[src/rtl/tdm_pkg.sv]
// -----------------------------------------------------------------------------
// tdm_pkg
// Shared types and constants for the TDM demultiplexer slice.
//   tdm_state_t : frame FSM state (IDLE waiting for a frame start, RUN inside
//                 a frame).
//   TDM_N_CH    : default number of channels (slots per frame).
//   TDM_W       : default data width per beat/channel.
//   slot_w()    : width of the slot counter for a given channel count.
// -----------------------------------------------------------------------------
package tdm_pkg;

   typedef enum logic {
      IDLE = 1'b0,
      RUN  = 1'b1
   } tdm_state_t;

   localparam int TDM_N_CH = 4;
   localparam int TDM_W    = 8;

   // Number of bits needed to index n slots (n >= 2, so never zero).
   function automatic int slot_w(input int n);
      return $clog2(n);
   endfunction

endpackage : tdm_pkg

[src/rtl/tdm_slot_counter.sv]
// -----------------------------------------------------------------------------
// tdm_slot_counter
// Modulo-N_CH slot counter for the TDM demultiplexer.
// Ports:
//   clk_i         : rising-edge clock
//   rst_ni        : asynchronous active-low reset (slot returns to 0)
//   inc_i         : advance one slot; wraps from N_CH-1 back to 0
//   clr_to_one_i  : load 1 (slot 0 was just taken by a frame-start beat);
//                   has priority over inc_i
//   slot_o        : current slot index (never reaches N_CH)
//   last_o        : high while slot_o == N_CH-1
// -----------------------------------------------------------------------------
module tdm_slot_counter
   import tdm_pkg::*;
#(
   parameter int N_CH   = TDM_N_CH,
   parameter int SLOT_W = slot_w(TDM_N_CH)
) (
   input  logic              clk_i,
   input  logic              rst_ni,
   input  logic              inc_i,
   input  logic              clr_to_one_i,
   output logic [SLOT_W-1:0] slot_o,
   output logic              last_o
);

   localparam logic [SLOT_W-1:0] SLOT_ZERO = {SLOT_W{1'b0}};
   localparam logic [SLOT_W-1:0] SLOT_ONE  = SLOT_W'(1);
   localparam logic [SLOT_W-1:0] SLOT_LAST = SLOT_W'(N_CH - 1);

   logic [SLOT_W-1:0] slot_q;
   logic [SLOT_W-1:0] slot_d;
   logic              last_s;

   // Terminal flag and next slot value.
   always_comb begin
      slot_d = slot_q;
      last_s = (slot_q == SLOT_LAST);
      if (clr_to_one_i) begin
         slot_d = SLOT_ONE;
      end else if (inc_i) begin
         // Explicit wrap: N_CH need not be a power of two.
         if (last_s) begin
            slot_d = SLOT_ZERO;
         end else begin
            slot_d = slot_q + SLOT_ONE;
         end
      end else begin
         slot_d = slot_q;
      end
   end

   // Slot register.
   always_ff @(posedge clk_i or negedge rst_ni) begin
      if (!rst_ni) begin
         slot_q <= SLOT_ZERO;
      end else begin
         slot_q <= slot_d;
      end
   end

   assign slot_o = slot_q;
   assign last_o = last_s;

endmodule : tdm_slot_counter

[src/rtl/tdm_demux.sv]
// -----------------------------------------------------------------------------
// tdm_demux
// Receiving end of a time-division-multiplexed link: beat k of each frame is
// routed to channel register k, with a one-cycle valid strobe per channel.
// All outputs are registered; an accepted beat shows up one cycle later.
//
// Ports:
//   clk_i         : rising-edge clock
//   rst_ni        : asynchronous active-low reset, aborts any frame
//   din_i         : beat data (W bits)
//   din_valid_i   : beat present this cycle
//   frame_start_i : current beat is slot 0 (ignored when din_valid_i=0)
//   din_par_i     : even parity over din_i      (TDM_DEMUX_PARITY_EN only)
//   par_err_o     : pulse after a bad-parity beat (TDM_DEMUX_PARITY_EN only)
//   ch_data_o     : packed channel registers, channel k at [k*W +: W]
//   ch_valid_o    : one-cycle strobe, bit k after channel k is written
//   frame_done_o  : one-cycle pulse after the last slot is taken
//   sync_err_o    : one-cycle pulse after an early frame start inside RUN
//   busy_o        : high while the FSM is in RUN
//
// Optional feature macro: TDM_DEMUX_PARITY_EN. When defined, a beat with bad
// parity still advances the slot/state but does not write its channel.
// -----------------------------------------------------------------------------
module tdm_demux
   import tdm_pkg::*;
#(
   parameter int N_CH = TDM_N_CH,
   parameter int W    = TDM_W
) (
   input  logic              clk_i,
   input  logic              rst_ni,
   input  logic [W-1:0]      din_i,
   input  logic              din_valid_i,
   input  logic              frame_start_i,
`ifdef TDM_DEMUX_PARITY_EN
   input  logic              din_par_i,
   output logic              par_err_o,
`endif
   output logic [N_CH*W-1:0] ch_data_o,
   output logic [N_CH-1:0]   ch_valid_o,
   output logic              frame_done_o,
   output logic              sync_err_o,
   output logic              busy_o
);

   localparam int SLOT_W = slot_w(N_CH);

`ifdef TDM_DEMUX_PARITY_EN
   // Non-zero when {d,p} does not have even parity.
   function automatic logic even_par_bad(input logic [W-1:0] d, input logic p);
      return ^{d, p};
   endfunction
`endif

   tdm_state_t        state_q;
   logic [N_CH*W-1:0] ch_data_q;
   logic [N_CH-1:0]   ch_valid_q;
   logic [N_CH-1:0]   ch_valid_d;
   logic              frame_done_q;
   logic              sync_err_q;
`ifdef TDM_DEMUX_PARITY_EN
   logic              par_err_q;
`endif

   logic [SLOT_W-1:0] slot_s;
   logic              slot_last_s;
   logic              start_s;      // accepted beat flagged as slot 0
   logic              cont_s;       // accepted continuation beat inside RUN
   logic              resync_s;     // frame start arriving while in RUN
   logic              last_beat_s;  // continuation beat that fills the last slot
   logic              consume_s;    // beat takes a slot (dropped IDLE beats do not)
   logic              par_ok_s;
   logic              wr_en_s;
   logic [SLOT_W-1:0] wr_idx_s;

   // Beat classification, write slot and channel strobe pattern.
   always_comb begin
      start_s     = din_valid_i & frame_start_i;
      cont_s      = din_valid_i & ~frame_start_i & (state_q == RUN);
      resync_s    = start_s & (state_q == RUN);
      last_beat_s = cont_s & slot_last_s;
      consume_s   = start_s | cont_s;
`ifdef TDM_DEMUX_PARITY_EN
      par_ok_s    = ~even_par_bad(din_i, din_par_i);
`else
      par_ok_s    = 1'b1;
`endif
      wr_en_s     = consume_s & par_ok_s;
      // A frame start always lands in slot 0, whatever the counter holds.
      if (start_s) begin
         wr_idx_s = {SLOT_W{1'b0}};
      end else begin
         wr_idx_s = slot_s;
      end
      ch_valid_d = {N_CH{1'b0}};
      for (int k = 0; k < N_CH; k++) begin
         if (wr_en_s && (wr_idx_s == SLOT_W'(k))) begin
            ch_valid_d[k] = 1'b1;
         end else begin
            ch_valid_d[k] = 1'b0;
         end
      end
   end

   tdm_slot_counter #(
      .N_CH   (N_CH),
      .SLOT_W (SLOT_W)
   ) u_slot_counter (
      .clk_i        (clk_i),
      .rst_ni       (rst_ni),
      .inc_i        (cont_s),
      .clr_to_one_i (start_s),
      .slot_o       (slot_s),
      .last_o       (slot_last_s)
   );

   // Frame FSM together with every registered output.
   always_ff @(posedge clk_i or negedge rst_ni) begin
      if (!rst_ni) begin
         state_q      <= IDLE;
         ch_data_q    <= {(N_CH*W){1'b0}};
         ch_valid_q   <= {N_CH{1'b0}};
         frame_done_q <= 1'b0;
         sync_err_q   <= 1'b0;
`ifdef TDM_DEMUX_PARITY_EN
         par_err_q    <= 1'b0;
`endif
      end else begin
         case (state_q)
            IDLE: begin
               // Beats without a frame start are silently dropped here.
               if (start_s) begin
                  state_q <= RUN;
               end else begin
                  state_q <= IDLE;
               end
            end
            RUN: begin
               // An early frame start keeps the FSM in RUN (counter reloads).
               if (last_beat_s) begin
                  state_q <= IDLE;
               end else begin
                  state_q <= RUN;
               end
            end
            default: begin
               state_q <= IDLE;
            end
         endcase

         for (int k = 0; k < N_CH; k++) begin
            if (ch_valid_d[k]) begin
               ch_data_q[k*W +: W] <= din_i;
            end else begin
               ch_data_q[k*W +: W] <= ch_data_q[k*W +: W];
            end
         end

         ch_valid_q   <= ch_valid_d;
         frame_done_q <= last_beat_s;
         sync_err_q   <= resync_s;
`ifdef TDM_DEMUX_PARITY_EN
         par_err_q    <= consume_s & ~par_ok_s;
`endif
      end
   end

   assign ch_data_o    = ch_data_q;
   assign ch_valid_o   = ch_valid_q;
   assign frame_done_o = frame_done_q;
   assign sync_err_o   = sync_err_q;
   // state_q is itself a register, so busy is registered too.
   assign busy_o       = (state_q == RUN);
`ifdef TDM_DEMUX_PARITY_EN
   assign par_err_o    = par_err_q;
`endif

endmodule : tdm_demux

[config.mk]
export PLATFORM = sky130hd
export DESIGN_NAME = tdm_demux
export DESIGN_NICKNAME = d
export VERILOG_FILES = /design/src/rtl/tdm_pkg.sv /design/src/rtl/tdm_slot_counter.sv /design/src/rtl/tdm_demux.sv
export SDC_FILE = /design/constraint.sdc
export NUM_CORES = 1
export LEC_CHECK = 0
export BUFFER_PORTS_ARGS = -buffer_cell sky130_fd_sc_hd__buf_2
export CORE_MARGIN = 5
export CORE_UTILIZATION = 53
export DETAILED_ROUTE_END_ITERATION = 10
export GPL_TIMING_DRIVEN = 0
export PLACE_DENSITY = 0.8
export SYNTH_ARGS = -nofsm -noshare
export SYNTH_HDL_FRONTEND = slang
export SYNTH_SLANG_ARGS = --single-unit
[constraint.sdc]
create_clock -name clk_i -period 2.2 [get_ports clk_i]
set_clock_uncertainty 0.1 [all_clocks]
set_input_delay 0.22 -clock clk_i [delete_from_list [all_inputs] [get_ports clk_i]]
set_output_delay 0.22 -clock clk_i [all_outputs]
set_load 0.01 [all_outputs]
==> results.cfg, run 1 <==
[run_status]
outcome = finished clean

[logic_synthesis]
synthesis.area_per_instance_um2 = 15.9
syn_nets = 111
syn_inst = 98
yosys-top-cells-area = dfrtp_1 66%, mux2_2 23%, nand4_2 1.6%, nor3b_1 1.4%, buf_4 0.96%
synth.top_cell.area_share_pct = 65.7
yosys.area.top_type = dfrtp_1
ys_ff_latch = 41
ys_seq_area_share_pct = 65.7
ys_types = 17
synth_area_mm2 = 0.00156
ys_warn_count = 0

[timing]
period_minus_slack_ns = 1.64
slew_headroom_pct = 41.9
worstMarginPinSlew_ns = 0.872
setup_viol = 0
min_period_over_period_pct = 74.6
finalHoldViolations = 0
rsz0062_at_grt = no
clock.fmax_mhz = 609
fin_tns_setup_ns = 0
report.final.slew_viol_count = 0

[die]
die_h_um = 64.3
fp-row-count = 19
dieArea_mm2 = 0.00413
die_w_um = 64.3
io_pins = 51
initial_core_util_pct = 56.2
coreArea_mm2 = 0.00278

[final_layout]
post-route-util_pct = 69.3
area_growth_syn_to_layout_pct = 23.3
drive_above_1_share_pct = 61.1
diodes = 0
nNetsFinal = 169
fin_cells = 188

[worst_hold_path]
hold_path_class = in -> reg
hp-start = din_i[4]
hold_path_depth = 2
hold_end = ch_data_o[4]$_DFFE_PN0P_

[critical_path]
critical_path_class = reg -> reg
arrival_ns = 1.77
cp-start-kind = flop
rr_endpoint = ch_data_o[22]$_DFFE_PN0P_
rrSetupSlack_ns = 0.56
critPathMaxFanout = 9
r2r-start = busy_o$_DFF_PN0_
reg2reg_depth = 4
crit_required_ns = 2.33
endpoint_kind = flop

[placed_design]
dpl.cell_count = 179
gp_congestion = 0.677
hpwl_um = 2200
io_buffers = 50

[pwr]
irDropWorstVdd_mv = 1.12
power.density_mw_per_mm2 = 1300
p_int_mw = 1.68
swShare_pct = 33.0
clockPowerShare_pct = 15.5
comb_power_share_pct = 35.8
power.leakage_nw = 1.00
seq_power_share_pct = 48.7
p_switching_mw = 0.828
finalPower_mw = 2.51

[cts]
clock_sinks = 41
cts_buffers = 5
htreeDepth = 2
clk_latency_ns = 0.32
cts_resized = 0
post_cts_buffers = 0
hold_buffers = 1
clk_pin_slew_worst_paths_ns = 0.13
clock-root-buffer = clkbuf_4
tritoncts = done
cts_max_path_buffers = 2

[drt]
drc_errors = 0
vias = 1021
post_drt_wl_per_cell_um = 16.2
dr.pass1.iters = 4
drt-total-wl_um = 3050
vias_per_cell = 5.43
drt_iter0_markers = 11
postRouteAntennaNets = 0

[global_route]
grtUsageTotal_pct = 15.8
antenna_found_initial = 0
overflow = 0
grt_pass1_vias = 1097
grt_max_degree = 42
grt_first_pass_wirelength_um = 5170

[run]
max_cap_viol_count = 0
==> final cells by class <==
cell class / instances / area, µm²
multi-input combinational: 51 / 505
timing repair buffer: 51 / 260
buffer: 3 / 20.0
tap: 31 / 38.8
sequential: 41 / 1030
inverter: 3 / 11.3
fill: 219 / 855
clock buffer: 6 / 51.3
clock inverter: 2 / 13.8
==> flip-flops by register name, indices dropped and copies added, names as in the netlist <==
name                   cells
ch_valid_o                 4
ch_data_o                 32
frame_done_o               1
u_slot_counter.slot_o      2
busy_o                     1
sync_err_o                 1
==> how the worst max path moves through the flow <==
stage               slack [ns]                         to              from
finish                    0.56  ch_data_o[22]$_DFFE_PN0P_  busy_o$_DFF_PN0_
global route              0.46  ch_data_o[19]$_DFFE_PN0P_  busy_o$_DFF_PN0_
CTS                       0.55  ch_data_o[11]$_DFFE_PN0P_  busy_o$_DFF_PN0_
detailed placement        0.57  ch_data_o[20]$_DFFE_PN0P_  busy_o$_DFF_PN0_
global placement          0.60  ch_data_o[11]$_DFFE_PN0P_  busy_o$_DFF_PN0_
floorplan                 0.65  ch_data_o[16]$_DFFE_PN0P_  busy_o$_DFF_PN0_
==> layout by cell type, fill, tap and decap left out <==
cell type	instances
and4b_1	1
clkinv_2	1
ha_1	1
o21a_1	2
a22o_1	1
buf_4	2
dlygate4sd3_1	1
mux2_2	32
o21ai_0	1
nor3b_1	3
nor2b_4	1
buf_2	51
clkinv_4	1
and3_1	1
dfrtp_1	41
inv_1	3
o22ai_1	1
clkbuf_4	5
nand4_2	2
nand2_1	4
clkbuf_8	1
nand3_1	1
==> cell usage after synthesis <==
cell type	n
a22o_1	1
and3_1	1
and4b_1	1
buf_2	1
buf_4	2
dfrtp_1	41
ha_1	1
inv_1	3
mux2_2	32
nand2_1	4
nand3_1	1
nand4_2	2
nor2b_4	1
nor3b_1	3
o21a_1	2
o21ai_0	1
o22ai_1	1
==> power groups by stage <==
stage                     clock, mW  sequential, mW  combinational [mW]
after floorplan                   0            1.36               0.380
after global placement            0            1.21               0.889
after detailed placement          0            1.23               0.914
after CTS                     0.398            1.22               0.918
after global routing          0.438            1.26               0.984
final                         0.390            1.22               0.897
==> layer usage <==
metal	share of wire [%]	wire length, µm	GRT usage (%)
met4	0.82	25	5.34
met1	41	1250	19.3
met2	52	1580	27.1
met3	6.4	195	4.03
met5	0	0	0
==> critical path, stage by stage, from the launching register on <==
cell,delay [ns]
dfrtp_1,0.49
nor2b_4,0.23
and4b_1,0.19
buf_4,0.19
mux2_2,0.35
==> cell families (layout without fill, tap and decap cells) <==
kind of cell    after synthesis  in the layout  share of synthesized area, %
simple gates                 13             13                          6.24
buf+inv                       6             65                          2.00
fa+ha+maj                     1              1                         0.801
flops                        41             41                          65.7
compound gates                5              5                          2.24
mux                          32             32                          23.1
==> metrics by stage <==
stage                     hold slack [ns]  instance area (µm²)  worst slack (ns)
after floorplan                    -0.176                 1560             0.651
after detailed placement            0.278                 1850             0.571
after CTS                          0.0400                 1930             0.554
after global routing               0.0368                 1930             0.461
after global placement              0.264                 1850             0.603
final                              0.0462                 1930             0.559
No activity file was read; power rests on OpenSTA's default activity.
==> inputs of run 2 (changes only) <==
Settings changed: CORE_UTILIZATION 53 to 44, PLACE_DENSITY 0.8 to 0.71.
Clock period 2.2 ns to 1.41 ns, I/O delays scaled along.
==> results.cfg, run 2 (synthesis results as in run 1) <==
[drt]
vias = 1121
post_drt_wl_per_cell_um = 17.0
dr.pass1.iters = 4
vias_per_cell = 4.96
postRouteAntennaNets = 0
drt_iter0_markers = 36
drc_errors = 0
drt-total-wl_um = 3840

[die]
fp-row-count = 21
coreArea_mm2 = 0.00339
dieArea_mm2 = 0.00484
initial_core_util_pct = 46.1
die_h_um = 69.6
die_w_um = 69.6
io_pins = 51

[critical_path]
critical_path_class = reg -> reg
cp-start-kind = flop
slowest_stage = dfrtp_2
rrSetupSlack_ns = -0.10
cp.depth = 4
max_stage_delay_ns = 0.40
crit_required_ns = 1.55
crit_family = simple AND/OR/NAND/NOR gates
critPathCapture = ch_data_o[18]$_DFFE_PN0P_
crit_chain = nor2b_4 -> and4b_2 -> buf_6 -> mux2_2
worst-path-buf-inv = 1
r2r-start = busy_o$_DFF_PN0_
rr_endpoint = ch_data_o[18]$_DFFE_PN0P_
crit_start = busy_o$_DFF_PN0_
endpoint_kind = flop
arrival_ns = 1.65
reg2reg_depth = 4
critPathMaxFanout = 5

[cts]
clk_latency_ns = 0.34
clock_sinks = 41
cts_buffers = 5
clk_pin_slew_worst_paths_ns = 0.11
clock-root-buffer = clkbuf_4
cts_max_path_buffers = 2
tritoncts = done
htreeDepth = 2

[timing]
rsz0062_at_grt = yes
setup_viol = 27
period_minus_slack_ns = 1.51
report.final.slew_viol_count = 0
min_period_over_period_pct = 107
worstMarginPinSlew_ns = 0.872
setup_slack_ns = -0.100
finalHoldViolations = 0
slew_headroom_pct = 41.8
clock.fmax_mhz = 662

[final_layout]
nNetsFinal = 192
diodes = 0
largest_reg_flops = 32
final_cell_mix = 50 x buf_2, 38 x dfrtp_1, 19 x mux2_2, 13 x mux2_4, 10 x dlygate4sd3_1
area_growth_syn_to_layout_pct = 47.1
fin_cells = 226
layout_commonest_cell = buf_2
drive_above_1_share_pct = 63.9

[placed_design]
gp_congestion = 0.764
dpl.cell_count = 194
io_buffers = 50
hpwl_um = 2270

[run_status]
violations = setup timing
outcome = finished with violations

[global_route]
overflow = 0
antenna_found_initial = 0
grt_first_pass_wirelength_um = 6240
grtUsageTotal_pct = 16.8
grt_pass1_vias = 1188
grt_max_degree = 42

[pwr]
finalPower_mw = 4.61
power.density_mw_per_mm2 = 2010
irDropWorstVdd_mv = 1.07
power.leakage_nw = 1.17

[run]
max_cap_viol_count = 0

[worst_hold_path]
hold_path_class = in -> reg
-- run 2: cell types whose count changed in the layout (fill, tap and decap cells not counted), moves of 4 or more --
cell,previous run,this run
dlygate4sd3_1,1,10
nand4_4,0,4
mux2_4,0,13
buf_4,2,8
mux2_2,32,19
buf_6,0,7
-- run 2: what timing repair did --
item | in CTS | in global routing
buffers inserted | 7 | 4
cloned | 2 | 1
hold endpoints to repair | 75 | 0
resized for setup | 16 | 12
pin swaps | 2 | 1
hold buffers | 10 | 0
setup endpoints to repair | 32 | 30
-- run 2: worst min-delay path by stage --
| stage | to | startpoint | cells after the start | slack [ns] |
|---|---|---|---|---|
| 2_1_floorplan | busy_o$_DFF_PN0_ | rst_ni | 0 | -0.25 |
| 3_3_place_gp | frame_done_o$_DFF_PN0_ | rst_ni | 1 | 0.18 |
| 3_5_place_dp | frame_done_o$_DFF_PN0_ | rst_ni | 1 | 0.21 |
| 4_1_cts | busy_o$_DFF_PN0_ | frame_start_i | 2 | 0.01 |
| 5_1_grt | u_slot_counter.slot_o[0]$_DFFE_PN0P_ | frame_start_i | 3 | 0.04 |
| 6_report | sync_err_o$_DFF_PN0_ | frame_start_i | 2 | 0.05 |
-- run 2: power by group --
group          internal (mW)  switching, mW  total (mW)
registers               1.64          0.260        1.90
clock network          0.424          0.359       0.783
logic                   1.06          0.868        1.92
total                   3.12           1.49        4.61
-- run 2: cell type report --
type	count	area, µm²
sequential	41	1030
inverter	3	11.3
clock inverter	1	30.0
fill	257	1090
multi-input combinational	53	626
timing repair buffer	72	462
buffer	3	27.5
tap	46	57.6
clock buffer	7	55.1
-- run 2: layer usage --
| metal | wire (µm) | vias to the layer above | global-route usage, % |
|---|---|---|---|
| met1 | 1610 | 563 | 19.1 |
| met3 | 223 | 10 | 6.09 |
| met2 | 1920 | 36 | 28.7 |
| met4 | 85 | 0 | 6.72 |
| met5 | 0 | - | 0 |
| li1 | - | 512 | - |
-- run 2: metrics by stage --
step	TNS, ns	setup slack [ns]	instance area, µm²	utilization, %	hold WS [ns]
global route	-2.59	-0.142	2300	67.8	0.0368
finish	-1.31	-0.100	2300	67.8	0.0490
detailed placement	-5.09	-0.208	1880	55.5	0.206
global placement	-3.64	-0.146	1880	55.5	0.183
CTS	-0.913	-0.0499	2220	65.4	0.0142
floorplan	-0.503	-0.0629	1570	-	-0.255
==> inputs of run 3 (changes only) <==
Settings changed: PLACE_DENSITY 0.71 to 0.74.
==> results.cfg, run 3 (synthesis results as in run 1) <==
[run_status]
outcome = finished with violations
violations = setup timing

[final_layout]
fin_cells = 224
multiInputGateArea_um2 = 642
post-route-util_pct = 67.2
diodes = 0
area_growth_syn_to_layout_pct = 45.8
nNetsFinal = 190
drive_above_1_share_pct = 64.6
largest_reg_flops = 32
regArea_mm2 = 0.00103
fillers = 247
final_cell_mix = 51 x buf_2, 38 x dfrtp_1, 16 x mux2_4, 16 x mux2_2, 10 x dlygate4sd3_1
layout_commonest_cell = buf_2

[timing]
holdWs_ns = 0.0435
setup_slack_ns = -0.108
rsz0062_at_grt = yes
report.final.slew_viol_count = 0
worstMarginPinSlew_ns = 0.893
setup_viol = 29
finalHoldViolations = 0
slew_headroom_pct = 40.4
min_period_over_period_pct = 108
clock.fmax_mhz = 659
fin_tns_setup_ns = -2.23
period_minus_slack_ns = 1.52

[cts]
cts_max_path_buffers = 2
clk_pin_slew_worst_paths_ns = 0.12
clock-root-buffer = clkbuf_4
tritoncts = done
clock_sinks = 41
cts_buffers = 5
htreeDepth = 2
clk_latency_ns = 0.34

[die]
dieArea_mm2 = 0.00484
io_pins = 51
coreArea_mm2 = 0.00339
die_w_um = 69.6
initial_core_util_pct = 46.1
die_h_um = 69.6
fp-row-count = 21

[pwr]
swShare_pct = 33.9
p_int_mw = 2.97
p_switching_mw = 1.52
comb_power_share_pct = 42.2
seq_power_share_pct = 42.5
irDropWorstVdd_mv = 1.16
power.leakage_nw = 1.16
power.density_mw_per_mm2 = 1970
finalPower_mw = 4.49
clockPowerShare_pct = 15.3

[critical_path]
critical_path_class = reg -> reg
worst-path-buf-inv = 2
cp-start-kind = flop
crit_chain = nor2b_4 -> buf_4 -> buf_6 -> nand4_4 -> mux2_4
critPathMaxFanout = 5
crit_family = flip-flops
arrival_ns = 1.66
slowest_stage = dfrtp_2
crit_required_ns = 1.55
endpoint_kind = flop
max_stage_delay_ns = 0.40

[global_route]
antenna_found_initial = 0
overflow = 0
grt_pass1_vias = 1183
grt_max_degree = 42
grtUsageTotal_pct = 16.0
grt_first_pass_wirelength_um = 6020

[placed_design]
io_buffers = 50
gp_congestion = 0.695
dpl.cell_count = 194
hpwl_um = 2250

[worst_hold_path]
hold_path_class = in -> reg

[run]
max_cap_viol_count = 0

[drt]
vias_per_cell = 5.04
drt_iter0_markers = 34
drc_errors = 0
drt-total-wl_um = 3950
vias = 1129
dr.pass1.iters = 4
post_drt_wl_per_cell_um = 17.7
postRouteAntennaNets = 0
-- run 3: path summary, 6_finish.rpt --
| path | start | endpoint | slack (ns) | cells past startpoint |
|---|---|---|---|---|
| max | busy_o$_DFF_PN0_ | ch_data_o[26]$_DFFE_PN0P_ | -0.11 | 5 |
| min | frame_start_i | sync_err_o$_DFF_PN0_ | 0.04 | 2 |
| max reg2reg | busy_o$_DFF_PN0_ | ch_data_o[26]$_DFFE_PN0P_ | -0.11 | 5 |
| min reg2reg | ch_data_o[8]$_DFFE_PN0P_ | ch_data_o[8]$_DFFE_PN0P_ | 0.41 | 1 |
| max in group asynchronous | rst_ni | busy_o$_DFF_PN0_ | 0.24 | 2 |
| min in group asynchronous | rst_ni | ch_data_o[13]$_DFFE_PN0P_ | 0.35 | 2 |
-- run 3: timing repair --
item                       in CTS  in global routing
pin swaps                       1                  1
hold buffers                   10                  0
setup endpoints to repair      32                 34
gates cloned                    0                  3
gates resized for setup        12                 18
buffers inserted                7                  2
hold endpoints to repair       75                  0
-- run 3: power groups by stage --
stage | sequential (mW) | combinational [mW] | clock, mW
after detailed placement | 1.94 | 1.44 | 0
after floorplan | 2.12 | 0.601 | 0
after CTS | 1.89 | 1.68 | 0.701
after global routing | 1.96 | 2.03 | 0.757
final | 1.91 | 1.89 | 0.688
after global placement | 1.90 | 1.40 | 0
-- run 3: routing by layer --
layer | up-vias | routed length [µm] | share of wire [%] | track usage [%]
li1 | 514 | - | - | -
met1 | 570 | 1680 | 42 | 19.1
met2 | 39 | 1970 | 50 | 26.6
met3 | 6 | 252 | 6.4 | 5.94
met4 | 0 | 51 | 1.3 | 5.64
met5 | - | 0 | 0 | 0
-- run 3: worst register-to-register path, cell delays in order (launching register included) --
cell and delay [ns]:
dfrtp_2 0.40, nor2b_4 0.16, buf_4 0.12, buf_6 0.10, nand4_4 0.19, mux2_4 0.35
-- run 3: layout make-up --
class	count	share of cell area [%]
Timing Repair Buffer	70	19.2
Sequential cell	41	45.2
Clock buffer	7	2.86
Clock inverter	1	0.384
Tap cell	46	2.53
Inverter	3	0.494
Buffer	3	1.21
Multi-Input combinational cell	53	28.2
-- run 3: through the flow --
stage,cell area (µm²),setup WS (ns)
3_5_place_dp,1880,-0.186
5_1_grt,2280,-0.139
2_1_floorplan,1570,-0.0629
4_1_cts,2160,-0.0852
3_3_place_gp,1880,-0.139
6_report,2280,-0.108
